===== config.mk =====
export PLATFORM = sky130hd
export DESIGN_NAME = motor_feedback_decoder
export DESIGN_NICKNAME = d
export VERILOG_FILES = /design/src/rtl/motor_feedback_decoder.sv
export SDC_FILE = /design/constraint.sdc
export NUM_CORES = 1
export LEC_CHECK = 0
export ABC_AREA = 1
export BUFFER_PORTS_ARGS = -buffer_cell sky130_fd_sc_hd__buf_2
export CORE_ASPECT_RATIO = 0.9
export CORE_MARGIN = 5
export CORE_UTILIZATION = 62
export DETAILED_ROUTE_END_ITERATION = 12
export PLACE_DENSITY = 0.9
export SYNTH_ARGS = -nofsm -noshare
export SYNTH_HDL_FRONTEND = slang
export SYNTH_SLANG_ARGS = --single-unit

===== constraint.sdc =====
create_clock -name clk -period 2.84 [get_ports clk]
set_clock_uncertainty 0.15 [all_clocks]
set_input_delay 0.142 -clock clk [delete_from_list [all_inputs] [get_ports clk]]
set_output_delay 0.142 -clock clk [all_outputs]
set_load 0.02 [all_outputs]

===== src/rtl/motor_feedback_decoder.sv =====
// Hall-sensor feedback decoder: synchronises and glitch-filters SA/SB, counts SA rising edges per window.
// Optional stall flag is enabled with `define MOTOR_FB_STALL_EN.
module motor_feedback_decoder #(
   parameter int WIDTH         = 12,
   parameter int WINDOW_CYCLES = 100000,
   parameter int FILTER_LEN    = 4
) (
   input  logic             clk,
   input  logic             reset,
   input  logic             sa_in,
   input  logic             sb_in,
   output logic [WIDTH-1:0] edge_count_out,
   output logic             dir_out,
   output logic             count_valid_out,
   output logic             overflow_out,
   output logic             stall_out
);

   localparam int WIN_W = (WINDOW_CYCLES > 2) ? $clog2(WINDOW_CYCLES) : 1;
   localparam int RUN_W = (FILTER_LEN > 1) ? $clog2(FILTER_LEN) : 1;
   localparam logic [WIN_W-1:0] WIN_LAST = WIN_W'(WINDOW_CYCLES - 1);
   localparam logic [RUN_W-1:0] RUN_LAST = RUN_W'(FILTER_LEN - 1);
   localparam logic [WIDTH-1:0] ACC_MAX  = '1;

   // Channel index 0 = SA, 1 = SB
   logic [1:0]            r_s1;
   logic [1:0]            r_s2;
   logic [1:0]            r_filt;
   logic [1:0][RUN_W-1:0] r_run;
   logic                  r_sa_prev;

   logic [WIDTH-1:0] r_acc;
   logic             r_sticky;
   logic [WIN_W-1:0] r_win;

   logic             w_edge;
   logic             w_tc;
   logic             w_at_max;
   logic             w_sat_now;
   logic [WIDTH-1:0] w_acc_next;

   always_ff @(posedge clk) begin
      if (reset) begin
         r_s1      <= '0;
         r_s2      <= '0;
         r_filt    <= '0;
         r_run     <= '0;
         r_sa_prev <= 1'b0;
      end else begin
         r_s1      <= {sb_in, sa_in};
         r_s2      <= r_s1;
         r_sa_prev <= r_filt[0];
         for (int ch = 0; ch < 2; ch++) begin
            // Level flips on the FILTER_LEN-th consecutive opposite sample
            if (r_s2[ch] != r_filt[ch]) begin
               if (r_run[ch] == RUN_LAST) begin
                  r_filt[ch] <= r_s2[ch];
                  r_run[ch]  <= '0;
               end else begin
                  r_run[ch]  <= r_run[ch] + RUN_W'(1);
               end
            end else begin
               r_run[ch] <= '0;
            end
         end
      end
   end

   assign w_edge     = r_filt[0] & ~r_sa_prev;
   assign w_tc       = (r_win == WIN_LAST);
   assign w_at_max   = (r_acc == ACC_MAX);
   assign w_sat_now  = w_edge & w_at_max;
   assign w_acc_next = (w_edge && !w_at_max) ? r_acc + WIDTH'(1) : r_acc;

   always_ff @(posedge clk) begin
      if (reset) begin
         r_acc           <= '0;
         r_sticky        <= 1'b0;
         r_win           <= '0;
         edge_count_out  <= '0;
         dir_out         <= 1'b0;
         count_valid_out <= 1'b0;
         overflow_out    <= 1'b0;
      end else begin
         if (w_edge)
            dir_out <= ~r_filt[1];
         if (w_tc) begin
            // Closing window includes an edge strobe landing on its last cycle
            r_win           <= '0;
            edge_count_out  <= w_acc_next;
            overflow_out    <= r_sticky | w_sat_now;
            count_valid_out <= 1'b1;
            r_acc           <= '0;
            r_sticky        <= 1'b0;
         end else begin
            r_win           <= r_win + WIN_W'(1);
            count_valid_out <= 1'b0;
            r_acc           <= w_acc_next;
            r_sticky        <= r_sticky | w_sat_now;
         end
      end
   end

`ifdef MOTOR_FB_STALL_EN
   logic r_stall;

   always_ff @(posedge clk) begin
      if (reset)
         r_stall <= 1'b0;
      else if (w_tc)
         r_stall <= (w_acc_next == '0);
   end

   assign stall_out = r_stall;
`else
   assign stall_out = 1'b0;
`endif

endmodule


==> impl_metrics.json <==
{
  "holdPathStages": 2,
  "timing.rr.start": "r_win[0]",
  "grt_pass1_wl_mm": 8.49,
  "synth_fp_nets": 351,
  "ir_drop_uv": 352,
  "grt_pass1_vias": 2025,
  "ys_async_sr_fraction_pct": 0,
  "synth_area_leader_cell": "dfxtp_1",
  "crit_fanout": 20,
  "yosysMostFrequentCell": "nand2_1",
  "start_kind": "flip-flop",
  "core_area_um2": 4020,
  "syn_area_um2": 2520,
  "drc": 0,
  "min_path_type": "reg -> reg",
  "min_from": "r_s1[1]",
  "syn_area_per_cell_um2": 7.36,
  "worstHoldEndpoint": "r_s2[1]",
  "cts_buffers": 5,
  "viasPerCell": 5.22,
  "synth_edf_count": 0,
  "antenna_found_initial": 0,
  "cts_resized": 0,
  "max_cap_violations": 0,
  "ys_seq_area_share_pct": 44.4,
  "hold_violations": 0,
  "ios": 20,
  "synth_common_cells": "nand2_1 (101), dfxtp_1 (56), nor2_1 (42), inv_1 (32)",
  "total_power_mw": 1.24,
  "min_period_ns": 1.78,
  "wl_per_cell_um": 11.4,
  "status": "finished, final reports clean",
  "grt_setup_unrepaired": "false",
  "fin_crit_sh_pct": 62.6,
  "antenna_cells": 0,
  "critPathKind": "reg -> reg",
  "grt-ovfl-total": 0,
  "n_fill_cell": 324,
  "clk_latency_ns": 0.31,
  "synth_cell_type_count": 30,
  "row_count": 22,
  "rr_endpoint": "r_acc[11]",
  "drt_iter0_markers": 183,
  "cellPowerDensity_nw_per_um2": 454,
  "cp_data_required_time_ns": 2.89,
  "max_freq_mhz": 563,
  "ant_nets": 0,
  "drv_slew": 0,
  "firstDrtPassIters": 4,
  "worst_setup_path_end_kind": "flip-flop",
  "syn_inst": 343,
  "rr_worst_depth": 7,
  "dieArea_um2": 5450,
  "arrival_ns": 1.83,
  "holdWs_ns": 0.263,
  "finalSetupTns_ns": 0,
  "reg2reg_slack_ns": 1.06,
  "portBuffers": 18,
  "path_clk_slew_ns": 0.09,
  "hpwl_mm": 3.40,
  "root_buffer": "clkbuf_8",
  "routabilityCongestion": 0.894,
  "initial_core_util_pct": 62.8,
  "setup_viol": 0,
  "cts_sinks": 56,
  "yosysWarningCount": 0,
  "die_y_um": 70.5,
  "drive_gt1_share_pct": 11.8,
  "synthTopCellsByArea": "dfxtp_1 (44%), nand2_1 (15%), nor2_1 (6.2%)",
  "cts_buffer_depth": 2,
  "drt_wl_total_mm": 4.70,
  "cts_tree": "built",
  "grt_start_max_net_pins": 22,
  "synth_flop_cell": "dfxtp_1",
  "cellLeakagePower_nw": 1.16,
  "vias": 2154,
  "final_core_util_pct": 67.7,
  "final_nets": 373,
  "post_cts_buffers": 0,
  "die_w_um": 77.3,
  "h-tree-depth": 2,
  "synth_top_area_share_pct": 44.4,
  "grt_util_all_layers_pct": 19.0,
  "area.growth.synth_to_final_pct": 7.73,
  "ys_ff_latch": 56
}
[worst max-delay path, stage by stage (launching register included)]
cell	delay, ns
dfxtp_1	0.37
ha_1	0.20
nand2_2	0.09
nor2_4	0.14
nand3_2	0.13
nand2_2	0.22
buf_4	0.28
nor2_1	0.09
[power breakdown]
group	total [mW]	leakage [nW]	internal, mW	switching, mW
logic	0.0346	0.669	0.0130	0.0216
clock network	0.405	0.0410	0.168	0.237
registers	0.796	0.453	0.792	0.00415
total	1.24	1.16	0.973	0.263
[final cells by class]
class | instances | area, µm² | share of cell area, %
timing repair buffer | 24 | 148 | 5.43
tap | 48 | 60.1 | 2.21
inverter | 36 | 135 | 4.97
sequential | 56 | 1120 | 41.2
multi-input combinational | 242 | 1180 | 43.3
clock buffer | 6 | 72.6 | 2.67
clock inverter | 1 | 5.00 | 0.184
[kinds of logic after synthesis]
kind of cell | after synthesis | synth area share (%)
DFF | 56 | 44.4
buffers and inverters | 45 | 8.92
xor gates and xnor gates | 6 | 2.08
other | 1 | 0.149
AOI/OAI and AO/OA | 28 | 6.00
and+or+nand+nor | 203 | 36.4
adders and majority gates | 4 | 1.98
[stage by stage]
step | instance area (µm²) | setup WS, ns | instances
final | 2720 | 1.06 | 413
after CTS | 2720 | 1.06 | 413
after floorplan | 2520 | 1.38 | 343
after global routing | 2720 | 0.923 | 413
after global placement | 2590 | 1.19 | 401
after detailed placement | 2590 | 1.07 | 401
[registers in the layout, indices dropped and copies added, names as in the netlist]
signal / cells
r_s1: 2
r_sticky: 1
edge_count_out: 12
r_sa_prev: 1
r_run: 4
overflow_out: 1
r_s2: 2
r_acc: 12
count_valid_out: 1
r_filt: 2
r_win: 17
dir_out: 1
[worst max path at each step]
stage,startpoint,end,cells past startpoint
after floorplan,r_acc[0],edge_count_out[5],8
after global routing,r_win[0],r_acc[11],7
after global placement,r_win[0],r_win[11],7
final,r_win[0],r_acc[11],7
after CTS,r_win[0],r_acc[11],7
after detailed placement,r_win[0],r_acc[11],7
[timing repair]
| item | 4_1_cts | 5_1_grt |
|---|---|---|
| setup endpoints to repair | 0 | 0 |
| endpoints found under the hold margin | 5 | 0 |
| hold buffers | 5 | 0 |
[cell usage in the layout (no fill, tap or decap), types with 2 or more instances in the layout]
cell | synthesis | final
a21oi_1 | 20 | 20
buf_2 | 0 | 18
clkbuf_8 | 0 | 5
dfxtp_1 | 56 | 56
dlygate4sd3_1 | 0 | 5
ha_1 | 4 | 4
inv_1 | 32 | 32
inv_2 | 4 | 4
nand2_1 | 101 | 101
nand2_2 | 3 | 3
nand3_1 | 20 | 20
nand3b_1 | 6 | 6
nand4_1 | 8 | 8
nor2_1 | 42 | 42
nor2_2 | 4 | 4
nor2_4 | 3 | 3
nor3_1 | 8 | 8
nor3b_1 | 2 | 2
o211ai_1 | 2 | 2
o21ai_0 | 5 | 5
xor2_1 | 5 | 5
[layer usage]
metal | vias up | track usage (%) | part of all wire (%)
met5 | - | 0 | 0
met4 | 0 | 8.59 | 2.2
met3 | 14 | 4.12 | 6.3
met2 | 60 | 30.5 | 46
met1 | 949 | 24.4 | 46
li1 | 1131 | - | -
Power figures use the tool's default switching activity.
